File: src/rtl/seg7_pkg.sv
// Shared definitions for the 7-segment scan driver.
// Holds the scan state encoding, segment bit positions and the
// nibble-to-segment lookup table (bit order {g,f,e,d,c,b,a}, active high).
package seg7_pkg;

  typedef enum logic [1:0] {
    IDLE  = 2'd0,
    SHOW  = 2'd1,
    BLANK = 2'd2
  } state_t;

  // Segment bit positions on the 8-bit bus {dp,g,f,e,d,c,b,a}
  localparam int unsigned SEG_A  = 0;
  localparam int unsigned SEG_G  = 6;
  localparam int unsigned SEG_DP = 7;

  // Entry n is the pattern for hex digit n (element 15 listed first)
  localparam logic [15:0][6:0] HEX_SEG = {
    7'h71, 7'h79, 7'h5E, 7'h39, 7'h7C, 7'h77, 7'h6F, 7'h7F,
    7'h07, 7'h7D, 7'h6D, 7'h66, 7'h4F, 7'h5B, 7'h06, 7'h3F
  };

endpackage

File: src/rtl/bin_to_7seg_decoder.sv
// Combinational hex nibble to 7-segment decoder.
// Ports: nibble_i - 4-bit value; seg_o_c - {g,f,e,d,c,b,a}, active high.
module bin_to_7seg_decoder
  import seg7_pkg::*;
(
  input  logic [3:0] nibble_i,
  output logic [6:0] seg_o_c
);

  assign seg_o_c = HEX_SEG[nibble_i];

endmodule

File: src/rtl/seg7_digit_scanner.sv
// Time-multiplexed multi-digit 7-segment scanner with blanking gap,
// leading-zero suppression and frame-boundary shadow latching.
// Ports: clk/rstb (async active-low), ena (global hold), enable (run),
//   data_in/dp_in/lz_blank (display content), prescale (dwell-1),
//   seg {dp,g..a}, dig_en one-hot, digit_idx, frame_done pulse.
module seg7_digit_scanner
  import seg7_pkg::*;
#(
  parameter int unsigned DIGITS    = 4,
  parameter int unsigned PRESC_W   = 16,
  parameter int unsigned BLANK_CYC = 2,
  localparam int unsigned IDX_W    = (DIGITS > 1) ? $clog2(DIGITS) : 1
) (
  input  logic                  clk,
  input  logic                  rstb,
  input  logic                  ena,
  input  logic                  enable,
  input  logic [4*DIGITS-1:0]   data_in,
  input  logic [DIGITS-1:0]     dp_in,
  input  logic                  lz_blank,
  input  logic [PRESC_W-1:0]    prescale,
  output logic [7:0]            seg,
  output logic [DIGITS-1:0]     dig_en,
  output logic [IDX_W-1:0]      digit_idx,
  output logic                  frame_done
);

  localparam int unsigned BLK_W = (BLANK_CYC > 1) ? $clog2(BLANK_CYC) : 1;
  localparam int unsigned CNT_W = (PRESC_W > BLK_W) ? PRESC_W : BLK_W;
  localparam bit          HAS_BLANK = (BLANK_CYC != 0);

  state_t                state_q, state_d;
  logic [CNT_W-1:0]      cnt_q, cnt_d;
  logic [IDX_W-1:0]      idx_q, idx_d;
  logic [PRESC_W-1:0]    presc_q, presc_d;
  logic [4*DIGITS-1:0]   sh_data_q, sh_data_d;
  logic [DIGITS-1:0]     sh_dp_q, sh_dp_d;
  logic                  sh_lz_q, sh_lz_d;
  logic [7:0]            seg_q, seg_d;
  logic [DIGITS-1:0]     dig_en_q, dig_en_d;
  logic                  frame_done_q, frame_done_d;
  logic                  advance;

  logic [3:0]            nib_sel;
  logic                  dp_sel;
  logic                  lz_sel;
  logic                  tail_zero;
  logic [DIGITS-1:0]     lz_mask;
  logic [DIGITS-1:0]     onehot;
  logic [6:0]            dec_seg;

  // Scan sequencing: dwell counter, digit index, shadow reloads
  always_comb begin
    state_d      = state_q;
    cnt_d        = cnt_q;
    idx_d        = idx_q;
    presc_d      = presc_q;
    sh_data_d    = sh_data_q;
    sh_dp_d      = sh_dp_q;
    sh_lz_d      = sh_lz_q;
    frame_done_d = 1'b0;
    advance      = 1'b0;

    if (!enable) begin
      state_d = IDLE;
      cnt_d   = '0;
      idx_d   = '0;
    end else begin
      case (state_q)
        IDLE: begin
          sh_data_d = data_in;
          sh_dp_d   = dp_in;
          sh_lz_d   = lz_blank;
          presc_d   = prescale;
          idx_d     = '0;
          cnt_d     = '0;
          state_d   = SHOW;
        end
        SHOW: begin
          if (cnt_q == CNT_W'(presc_q)) begin
            cnt_d = '0;
            if (HAS_BLANK) state_d = BLANK;
            else           advance = 1'b1;
          end else begin
            cnt_d = cnt_q + CNT_W'(1);
          end
        end
        BLANK: begin
          if (cnt_q == CNT_W'(BLANK_CYC - 1)) begin
            cnt_d   = '0;
            advance = 1'b1;
          end else begin
            cnt_d = cnt_q + CNT_W'(1);
          end
        end
        default: state_d = IDLE;
      endcase

      // Digit step folded into the SHOW/BLANK exit edge
      if (advance) begin
        state_d = SHOW;
        presc_d = prescale;
        if (idx_q == IDX_W'(DIGITS - 1)) begin
          idx_d        = '0;
          frame_done_d = 1'b1;
          sh_data_d    = data_in;
          sh_dp_d      = dp_in;
          sh_lz_d      = lz_blank;
        end else begin
          idx_d = idx_q + IDX_W'(1);
        end
      end
    end
  end

  // Digit mux and leading-zero mask, evaluated on the state being entered
  always_comb begin
    nib_sel   = 4'h0;
    dp_sel    = 1'b0;
    lz_sel    = 1'b0;
    onehot    = '0;
    lz_mask   = '0;
    tail_zero = 1'b1;
    for (int k = int'(DIGITS) - 1; k >= 0; k--) begin
      tail_zero  = tail_zero & (sh_data_d[4*k +: 4] == 4'h0);
      lz_mask[k] = tail_zero & (k != 0);
    end
    for (int k = 0; k < int'(DIGITS); k++) begin
      if (idx_d == IDX_W'(k)) begin
        nib_sel   = sh_data_d[4*k +: 4];
        dp_sel    = sh_dp_d[k];
        lz_sel    = sh_lz_d & lz_mask[k];
        onehot[k] = 1'b1;
      end
    end
  end

  bin_to_7seg_decoder u_dec (
    .nibble_i (nib_sel),
    .seg_o_c  (dec_seg)
  );

  // Output image for the next state; dark outside SHOW
  always_comb begin
    seg_d    = '0;
    dig_en_d = '0;
    if (state_d == SHOW) begin
      seg_d[SEG_DP]      = dp_sel;
      seg_d[SEG_G:SEG_A] = lz_sel ? 7'h00 : dec_seg;
      dig_en_d           = onehot;
    end
  end

  // State and output registers; ena low freezes everything
  always_ff @(posedge clk or negedge rstb) begin
    if (!rstb) begin
      state_q      <= IDLE;
      cnt_q        <= '0;
      idx_q        <= '0;
      presc_q      <= '0;
      sh_data_q    <= '0;
      sh_dp_q      <= '0;
      sh_lz_q      <= 1'b0;
      seg_q        <= '0;
      dig_en_q     <= '0;
      frame_done_q <= 1'b0;
    end else if (ena) begin
      state_q      <= state_d;
      cnt_q        <= cnt_d;
      idx_q        <= idx_d;
      presc_q      <= presc_d;
      sh_data_q    <= sh_data_d;
      sh_dp_q      <= sh_dp_d;
      sh_lz_q      <= sh_lz_d;
      seg_q        <= seg_d;
      dig_en_q     <= dig_en_d;
      frame_done_q <= frame_done_d;
    end
  end

  assign seg        = seg_q;
  assign dig_en     = dig_en_q;
  assign digit_idx  = idx_q;
  assign frame_done = frame_done_q;

endmodule

File: config.mk
export PLATFORM = sky130hd
export DESIGN_NAME = seg7_digit_scanner
export DESIGN_NICKNAME = d
export VERILOG_FILES = /design/src/rtl/seg7_pkg.sv /design/src/rtl/bin_to_7seg_decoder.sv /design/src/rtl/seg7_digit_scanner.sv
export SDC_FILE = /design/constraint.sdc
export NUM_CORES = 1
export LEC_CHECK = 0
export ABC_AREA = 1
export BUFFER_PORTS_ARGS = -buffer_cell sky130_fd_sc_hd__buf_4
export CORE_UTILIZATION = 62
export CTS_CLUSTER_SIZE = 14
export DETAILED_ROUTE_END_ITERATION = 10
export PLACE_DENSITY = 0.81
export SLEW_MARGIN = 20
export SYNTH_ARGS = -nofsm -noshare
export SYNTH_HDL_FRONTEND = slang
export SYNTH_HIERARCHICAL = 1
export SYNTH_SLANG_ARGS = --single-unit
File: constraint.sdc
create_clock -name clk -period 5.4 [get_ports clk]
set_input_delay 0.27 -clock clk [delete_from_list [all_inputs] [get_ports clk]]
set_output_delay 0.27 -clock clk [all_outputs]
set_load 0.1 [all_outputs]
* Word level (Yosys, flattened, before mapping) *
Memory sizes are Yosys's and may differ from the RTL's.
Cells that the tools add are included.

storage, ports and cells
  bits in registers = 70
  bits in read-only memories = 112
  input port bits = 41
  output and inout port bits = 15
  word-level logic and storage cells = 88
  memories kept = 1

operators by class
  add/sub/neg operators = 2
  $lt $le $gt $ge = 1
  eq/ne operators = 10
  mux-type cells = 51
  bitwise operators = 5
  reduce and logical (&&, ||, !) cells = 8

memories
  memory            depth  bits a word  read ports  clocked after memory_dff  write ports  line                       RTL
  (name not given)  16     7            1           0                         0            bin_to_7seg_decoder.sv:10  assign seg_o_c = HEX_SEG[nibble_i];

operators by type and width
  operator                                                                  number
  16-bit two-way mux                                                        9
  16-bit one-hot mux with 3 select lines                                    1
  4-bit two-way mux                                                         9
  1-bit two-way mux                                                         21
  16-bit by 1-bit adder with 16-bit output (second input constant)          1
  16-bit by 1-bit == test with 1-bit output (second input constant)         1
  16-bit == test                                                            1
  2-bit two-way mux                                                         7
  7-bit two-way mux                                                         2
  4-bit zero test                                                           3
  2-bit == test (second input constant)                                     4
  8-bit two-way mux                                                         1
  2-bit by 1-bit == test with 1-bit output (second input constant)          3
  2-bit one-hot mux with 3 select lines                                     1
  1-bit bitwise AND                                                         5
  4-bit by 5-bit < comparator with 1-bit output (second input constant)     1
  2-bit zero test                                                           2
  4-bit by 1-bit inequality test with 1-bit output (second input constant)  1
  3-bit AND reduction                                                       1
  2-bit by 1-bit adder with 2-bit output (second input constant)            1
  2-bit AND reduction                                                       1
  2-bit nonzero test                                                        1

* Logic depth before layout (Yosys ltp) *
Gate-level depths: netlist of run 1.

  depth in word-level cells = 15
  depth in mapped cells = 24
  depth with buffers taken out = 24

* Cells and area by module *
The synthesis of run 1 kept the hierarchy.

modules (own cells, without submodules)
  module               times used  cells each  area an instance (um^2)  seq. area each (um^2)
  seg7_digit_scanner   1           595         4430.5                   1751.7
  bin_to_7seg_decoder  1           52          270.3                    0.0

* Least setup slack after synthesis of run 1 *
Ideal clock, no wire load.

  path type = reg2reg
  start point = register idx_q[1], in the netlist digit_idx[1]
  end point = register seg_q[3], in the netlist seg[3]
  setup time = 120 ps
  arrival time = 3260 ps
  data required time = 5280 ps
  path slack = 2021 ps
  cell stages (with the launch flop) = 19
  path buffers = 1
  clock period less this slack = 3379 ps
  path through = dfrtp_1 ha_1 clkbuf_1 nand3_1 a21oi_1 clkinv_1 o21ai_0 nand2_1 o2111ai_1 inv_1 ha_1 nand2_1 o21ai_0 nand2_1 nand2_1 inv_1 nor2_1 nand2_1 nand2_1

between the ends
  word-level cells in the longest chain between the ends = 13
  elaborated cells on any way between the ends = 35
  classes of those cells = add/sub (1); eq/ne (4); mux (20); bitwise (5); reduce/logical (4); memory (1)

RTL lines
  element                                                                         line                                                  RTL
  from (decl)                                                                     seg7_digit_scanner.sv:34                              logic [IDX_W-1:0] idx_q, idx_d;
  from (signal assigned)                                                          seg7_digit_scanner.sv:170                             idx_q <= idx_d;
  2-bit by 1-bit adder with 2-bit output / 2-bit == test (equally long branches)  seg7_digit_scanner.sv:110, seg7_digit_scanner.sv:103
  2-bit two-way mux                                                               seg7_digit_scanner.sv:103                             if (idx_q == IDX_W'(DIGITS - 1)) begin
  2-bit two-way mux                                                               seg7_digit_scanner.sv:100                             if (advance) begin
  2-bit two-way mux                                                               seg7_digit_scanner.sv:64                              if (!enable) begin
  2-bit zero test                                                                 seg7_digit_scanner.sv:129                             if (idx_d == IDX_W'(k)) begin
  4-bit two-way mux (3 in a row)                                                  seg7_digit_scanner.sv:129
  4-bit two-way mux *                                                             seg7_digit_scanner.sv:129
  named net nib_sel[0]                                                            seg7_digit_scanner.sv:44                              logic [3:0] nib_sel;
  memory read 16 x 7 bit *                                                        -
  7-bit two-way mux (implied by the code) *                                       bin_to_7seg_decoder.sv:10
  named net dec_seg[3]                                                            seg7_digit_scanner.sv:50                              logic [6:0] dec_seg;
  7-bit two-way mux *                                                             seg7_digit_scanner.sv:149                             seg_d[SEG_G:SEG_A] = lz_sel ? 7'h00 : dec_seg;
  8-bit two-way mux *                                                             seg7_digit_scanner.sv:147                             if (state_d == SHOW) begin
  to (signal assigned)                                                            seg7_digit_scanner.sv:175                             seg_q <= seg_d;
  to (decl)                                                                       seg7_digit_scanner.sv:39                              logic [7:0] seg_q, seg_d;

Mark *: on every way through the listed nets, which the timed path passes. The rest lies on a longest branch. The select of a mux whose other input is x is not followed.
A chain may end at the register's enable or synchronous reset.

* Worst setup path in the final report of run 1 *
  start point = register state_q[0]
  end point = register seg_q[3], in the netlist seg[3]

between the ends
  word-level cells in the longest chain between the ends = 14
  elaborated cells on any way between the ends = 44
  classes of those cells = eq/ne (6); mux (27); bitwise (5); reduce/logical (5); memory (1)

RTL lines
  element                                    line                       RTL
  from (decl)                                seg7_digit_scanner.sv:32   state_t state_q, state_d;
  from (signal assigned)                     seg7_digit_scanner.sv:168  state_q <= state_d;
  2-bit == test                              seg7_digit_scanner.sv:69   case (state_q)
  1-bit two-way mux                          -
  1-bit two-way mux                          seg7_digit_scanner.sv:64
  2-bit two-way mux                          seg7_digit_scanner.sv:100
  2-bit two-way mux                          seg7_digit_scanner.sv:64
  2-bit zero test                            seg7_digit_scanner.sv:129
  4-bit two-way mux (3 in a row)             seg7_digit_scanner.sv:129
  4-bit two-way mux *                        seg7_digit_scanner.sv:129
  named net nib_sel[1]                       seg7_digit_scanner.sv:44
  memory read 16 x 7 bit *                   -
  7-bit two-way mux (implied by the code) *  bin_to_7seg_decoder.sv:10
  named net dec_seg[3]                       seg7_digit_scanner.sv:50
  7-bit two-way mux *                        seg7_digit_scanner.sv:149
  8-bit two-way mux *                        seg7_digit_scanner.sv:147

Marked as above.

==> results of run 1 <==
==> cell usage after synthesis (all sizes together), types with 2 or more instances <==
cell     number  area [um^2]
a21boi        6        45.04
a21oi        19        95.09
a31oi         3        18.77
buf          12        82.57
clkbuf       10        37.54
clkinv        2        7.510
dfrtp        70         1752
ha           14        175.2
inv          67        251.5
mux2         16        180.2
mux2i         3        30.03
nand2       217        834.6
nand3        19        112.6
nand4         9        56.30
nor2         59        256.5
nor3          9        66.32
o2111ai       4        35.03
o21a          3        22.52
o21ai        72        360.3
o22ai         2        12.51
o31ai         3        22.52
or2           5        31.28
xnor2        18        157.7
==> worst paths after layout <==
| kind | cells after the start | end | slack (ns) |
|---|---|---|---|
| min in group clk | 2 | presc_q[2] | 0.15 |
| worst min-delay path | 1 | presc_q[9] | 0.04 |
| max in group asynchronous | 1 | sh_data_q[10] | 4.77 |
| worst min register to register | 2 | seg[4] | 0.49 |
| worst max register to register | 18 | seg[3] | 1.58 |
| worst max-delay path | 18 | seg[3] | 1.58 |
==> registers in the layout (all words and copies together), names as in the netlist <==
register	cells
dig_en	4
digit_idx	2
sh_data_q	16
sh_dp_q	4
cnt_q	16
frame_done	1
seg	8
sh_lz_q	1
state_q	2
presc_q	16
==> per-stage QoR <==
step	hold slack, ns	cell area (um^2)	cells	worst slack, ns	util (%)
after floorplan	-0.02559	4701	647	2.021	-
after global placement	0.4433	5117	779	1.804	70.18
after detailed placement	0.4497	5117	779	1.678	70.18
after CTS	0.07988	5293	794	1.633	72.58
after global routing	0.1235	5293	794	1.069	72.58
final	0.03514	5293	794	1.578	72.58
==> kinds of logic after synthesis <==
kind of cell | after synthesis | share of synthesized area [%]
AND/OR/NAND/NOR | 318 | 28.88
buffers and inverters | 91 | 8.065
multiplexers | 19 | 4.472
AO/OA/AOI/OAI | 117 | 14.24
adder cells (fa/ha/maj) | 14 | 3.726
XOR/XNOR | 18 | 3.354
flip-flops | 70 | 37.26
==> critical path: stages, from the launching register on <==
cell and delay [ns]:
dfrtp_1 0.42, inv_1 0.13, ha_1 0.61, inv_1 0.46, a21oi_1 0.32, clkinv_1 0.24, o21ai_0 0.24, nand2_1 0.08
o2111ai_1 0.19, inv_1 0.19, ha_1 0.31, nand2_1 0.07, o21ai_0 0.10, nand2_1 0.09, nand2_1 0.05, inv_1 0.05
nor2_1 0.04, nand2_1 0.08, nand2_1 0.04
==> metal layers <==
layer  track usage [%]  routed length (um)  up-vias  part of all wire [%]
met5                 0                   0        -                     0
met4             8.514                 116        0                   1.1
met3             5.078                 650       10                   6.0
met2             47.62                4946      147                    46
met1             40.31                5140     2030                    47
li1                  -                   -     2170                     -
==> layout make-up <==
cell class	count	share of cell area, %
clock inverter	3	0.3783
sequential	70	33.10
tap	99	2.340
timing repair buffer	55	7.801
inverter	69	4.894
multi-input combinational	486	48.56
clock buffer	12	2.931
==> where the power goes <==
group / switching (mW) / total [mW] / leakage (nW) / internal (mW)
Clock: 0.199 / 0.387 / 0.0845 / 0.189
Sequential: 0.0451 / 0.637 / 0.900 / 0.592
Combinational: 0.300 / 0.462 / 1.62 / 0.161
==> key figures, run 1 <==
Status
  – Outcome: complete, no violations

Worst setup path
  – Worst Setup SP: state_q[0]
  – CP max FO: 20
  – Crit start category: flip-flop
  – CP Data Arrival Time: 4.07 ns
  – CP required: 5.64 ns
  – Worst R2R Start: state_q[0]
  – Critical Path End Type: flip-flop
  – Crit path kind: flip-flop to flip-flop

GRT
  – All-Layer GR Usage: 29.24%
  – Antenna violations before repair: 0
  – Vias in the first global route: 3,922
  – GRT overflow: 0
  – Global-route wire length before repair: 17.73 mm
  – Largest net degree at the start of global routing: 71

Cells and area
  – Most common cell after layout, fill and taps aside: nand2_1
  – FF/Latch Area: 0.001752 mm^2
  – Antenna cell count: 0
  – NumNets Final: 746
  – Commonest non-fill, non-tap cells in the layout: 211 x nand2_1, 70 x dfrtp_1, 64 x inv_1
  – Layout cell share with drive strength beyond 1: 15.68%
  – # fillers: 626
  – Area growth, synth to finish: 12.59%
  – Multi-input gate area: 0.002570 mm^2

CTS
  – Clock buffer depth: 2
  – Postcts setup bufs: 0
  – H-Tree Depth: 3
  – Resized cells post-CTS: 0
  – Inserted Clock Buffers: 9
  – Worst skew pair latency: 0.35 ns
  – CTS tree: done
  – Clock Sinks: 70
  – Clock Pin Slew Worst Setup and Hold Paths: 0.07 ns
  – CTS Hold Buffers Added: 0
  – Root buffer cell: clkbuf_8

Synthesis
  – Post-synth EDFFs: 0
  – Most used flip-flop cell after synthesis: dfrtp_1
  – Share of synthesized registers carrying an async set or reset: 100.0%
  – YS warnings: 6
  – Register area share after synthesis: 37.26%
  – Syn_area_per_cell: 7.265 um^2
  – Cell variety after synth: 42
  – FF+latch count, synth: 70
  – Post-Syn Instances: 647
  – Syn_nets: 702
  – Synth Cell Area: 0.004701 mm^2

Routing
  – Pre-antenna DRT Iters: 7
  – Vias: 4,357
  – Via density per instance: 5.487
  – 1st-iter DRT viols: 325
  – WL/cell: 13.67 um
  – Final ANT Viol Nets: 0
  – DRC violations left: 0
  – Post-Route WL: 10.85 mm

Floorplanning
  – I/O Pins: 56
  – Row count: 31
  – Die width: 89.08 um
  – Die Ht: 89.08 um
  – Initial core utilization: 64.46%
  – Core Box Area: 0.007292 mm^2
  – DIE AREA: 0.007934 mm^2

Hold path
  – Hold Path Class: primary input to asynchronous set/reset pin

STA
  – Final setup viols: 0
  – Pins Over Slew Limit: 0
  – Slew margin rel.: 39.96%
  – Maximum clock rate: 261.6 MHz
  – Min Tclk post-route: 3.822 ns
  – Tightest Pin Transition: 0.9006 ns
  – Sum Neg Setup Slack: 0 ns
  – Fin Clk Skew: 0.009983 ns
  – Final period util: 70.78%
  – RSZ-0062 raised after global routing: no
  – Fin. Hold Viols: 0

Placement
  – Placer Congestion: 0.9435
  – Port bufs: 55
  – HPWL after detailed placement: 7.789 mm

Power
  – Overall Power: 1.486 mW
  – Worst ir drop on vdd: 168.1 uV
  – Leakage Power: 2.606 nW
  – P per Cell Area: 280.7 mW/mm^2

Run
  – Max Cap Violations: 0
Power figures use the tool's default switching activity.
==> inputs of run 2 (changes only) <==
- CORE_UTILIZATION: 62 -> 53
- PLACE_DENSITY: 0.81 -> 0.74
- clock period: 5.4 -> 3.32 ns (I/O delays scaled with it)
==> key figures, run 2 (synthesized netlist as in run 1, its figures left out) <==
Worst setup path
  – Crit start category: flip-flop
  – CP required: 3.60 ns (-2.04 ns)
  – Most used cell, CP: nand2_1
  – Slowest cell on crit path: dfrtp_1
  – Reg2reg path depth: 19 (+1)
  – Critical Path End Type: flip-flop
  – CP Data Arrival Time: 3.33 ns (-0.74 ns)
  – Worst R2R Start: state_q[0]
  – Worst R2R End: seg[5]
  – CP endpoint: seg[5]
  – R2R Setup Slk: 0.27 ns (-1.31 ns)
  – CP max FO: 11 (-45%)
  – CP peak stage delay: 0.43 ns (-0.18 ns)
  – Crit path kind: flip-flop to flip-flop
  – Worst Setup SP: state_q[0]
  – Sequence of cells on the critical path: inv_1 > ha_2 > nand3_4 > buf_4 > nand2_1 > o21ai_1 > a21oi_1 > o2111ai_1 > buf_4 > ha_1 > inv_1 > nand2_1 > nand2_1 > nand2_1 > nand2_1 > inv_1 > nor2_1 > nand2_1 > nand2_1

STA
  – Pins Over Slew Limit: 0 (unchanged)
  – Fin Clk Skew: 0.01278 ns (+0.002798 ns)
  – Maximum clock rate: 327.6 MHz (+25%)
  – Slew margin rel.: 41.53% (+1.6 points)
  – RSZ-0062 raised after global routing: no
  – Fin. Hold Viols: 0 (unchanged)
  – Min Tclk post-route: 3.053 ns (-0.7696 ns)
  – Final period util: 91.94% (+21 points)
  – Sum Neg Setup Slack: 0 ns (unchanged)
  – Final setup viols: 0 (unchanged)
  – Tightest Pin Transition: 0.8770 ns (-0.02362 ns)

GRT
  – Antenna violations before repair: 0 (unchanged)
  – Largest net degree at the start of global routing: 71 (unchanged)
  – GRT met1 Usage: 36.45% (-3.9 points)
  – Routing usage on met2: 43.38% (-4.2 points)
  – All-Layer GR Usage: 26.64% (-2.6 points)
  – GRT Max-Usage Layer: met2
  – Met3 Usage GRT: 3.712% (-1.4 points)
  – GRT overflow: 0 (unchanged)
  – Vias in the first global route: 4,144 (+5.7%)
  – Global-route wire length before repair: 18.98 mm (+7.0%)

Cells and area
  – Layout cell share with drive strength beyond 1: 19.97% (+4.3 points)
  – Commonest non-fill, non-tap cells in the layout: 210 x nand2_1, 74 x buf_4, 68 x dfrtp_1
  – NumNets Final: 767 (+2.8%)
  – Final non-filler cell total: 821 (+3.4%)
  – FF/Latch Area: 0.001754 mm^2 (+0.14%)
  – # fillers: 755 (+21%)
  – Area growth, synth to finish: 17.43%
  – Multi-input gate area: 0.002636 mm^2 (+2.6%)
  – Largest regs: cnt_q (16), presc_q (16), sh_data_q (16)
  – Most common cell after layout, fill and taps aside: nand2_1
  – Antenna cell count: 0 (unchanged)

Placement
  – Placer Congestion: 0.8424 (-11%)
  – HPWL after detailed placement: 8.174 mm (+4.9%)
  – Port bufs: 55 (unchanged)
  – Cell total after placement: 798 (+2.4%)

Floorplanning
  – Core Box Area: 0.008382 mm^2 (+15%)
  – DIE AREA: 0.009250 mm^2 (+17%)
  – Initial core utilization: 56.08% (-8.4 points)
  – Die Ht: 96.18 um (+8.0%)
  – Row count: 33 (+6.5%)
  – Die width: 96.18 um (+8.0%)
  – I/O Pins: 56 (unchanged)

CTS
  – Clock buffer depth: 2 (unchanged)
  – Clock Sinks: 70 (unchanged)
  – Clock Pin Slew Worst Setup and Hold Paths: 0.08 ns (about the same)
  – Root buffer cell: clkbuf_8
  – Inserted Clock Buffers: 9 (unchanged)
  – Worst skew pair latency: 0.35 ns (about the same)
  – H-Tree Depth: 3 (unchanged)
  – CTS tree: done

Routing
  – Final ANT Viol Nets: 0 (unchanged)
  – Post-Route WL: 11.56 mm (+6.5%)
  – WL/cell: 14.08 um (+3.0%)
  – Vias: 4,422 (+1.5%)
  – DRC violations left: 0 (unchanged)
  – Via density per instance: 5.386 (-1.8%)
  – Pre-antenna DRT Iters: 5 (-2)
  – 1st-iter DRT viols: 375 (+15%)

Power
  – P per Cell Area: 443.7 mW/mm^2 (+58%)
  – Seq pwr share: 42.3% (-0.6 points)
  – Cell Int Power: 1.552 mW (+65%)
  – Net Sw Frac: 36.63% (about the same)
  – Net switching power: 0.8973 mW (+65%)
  – Worst ir drop on vdd: 487.6 uV (+190%)
  – Combinational share of power: 32.0% (+0.9 points)
  – Leakage Power: 2.714 nW (+4.1%)
  – Clock Power Share: 25.6% (-0.5 points)

Status
  – Outcome: complete, no violations

Hold path
  – Hold Path Class: primary input to flip-flop

Run
  – Max Cap Violations: 0 (unchanged)
run 2: cell count changes in the layout (fill, tap and decap cells not counted), sizes merged:
cell         change
clkinvlp         -1
clkbuf           -1
dlygate4sd3      +1
inv              +1
clkinv           +1
buf             +19
nand3            +1
run 2: metrics by stage:
step	instance area [um^2]	power [mW]	utilization, %	hold slack (ns)	setup slack, ns
floorplan	4703	1.603	-	-0.1296	0.2072
CTS	5409	2.442	64.53	0.03893	0.004055
finish	5520	2.450	65.86	0.04431	0.2675
global route	5520	2.595	65.86	0.03956	0.003804
detailed placement	5225	1.815	62.34	0.3569	0.05245
global placement	5225	1.793	62.34	0.3498	0.2127
run 2: layout make-up:
cell class,instances,area share [%]
Multi-Input combinational cell,487,47.76
Clock inverter,4,0.4080
Inverter,69,4.692
Timing Repair Buffer,75,10.24
Sequential cell,70,31.78
Tap cell,105,2.380
Clock buffer,11,2.743
run 2: how the worst min path moves through the flow:
| stage | start | cells after the start | to |
|---|---|---|---|
| 2_1_floorplan | rstb | 0 | cnt_q[0] |
| 3_3_place_gp | rstb | 1 | presc_q[7] |
| 3_5_place_dp | rstb | 1 | presc_q[6] |
| 4_1_cts | prescale[14] | 2 | presc_q[14] |
| 5_1_grt | prescale[5] | 2 | presc_q[5] |
| 6_report | prescale[14] | 2 | presc_q[14] |
run 2: power by group through the flow:
stage                     Combinational, mW  Clock, mW  Sequential [mW]
after global routing                  0.872      0.670             1.05
final                                 0.785      0.628             1.04
after CTS                             0.768      0.637             1.04
after detailed placement              0.763          0             1.05
after floorplan                       0.434          0             1.17
after global placement                0.746          0             1.05
run 2: critical path: cells and delay by family (launching register included):
family | cells | cell delay (ns)
buffers and inverters | 5 | 0.67
adders and majority gates | 2 | 0.56
and+or+nand+nor | 9 | 0.71
DFF | 1 | 0.43
AOI/OAI and AO/OA | 3 | 0.62
run 2: timing repair:
action	in CTS	in global routing
endpoints found under the hold margin	70	0
endpoints found under the setup margin	0	7
hold buffers	1	0
setup buffers	0	6
gates resized for setup	0	13
run 2: layer usage:
metal,share of wire [%],vias to the layer above
met4,1.8,0
met5,0,-
met3,5.3,29
met1,47,2057
met2,46,122
li1,-,2214
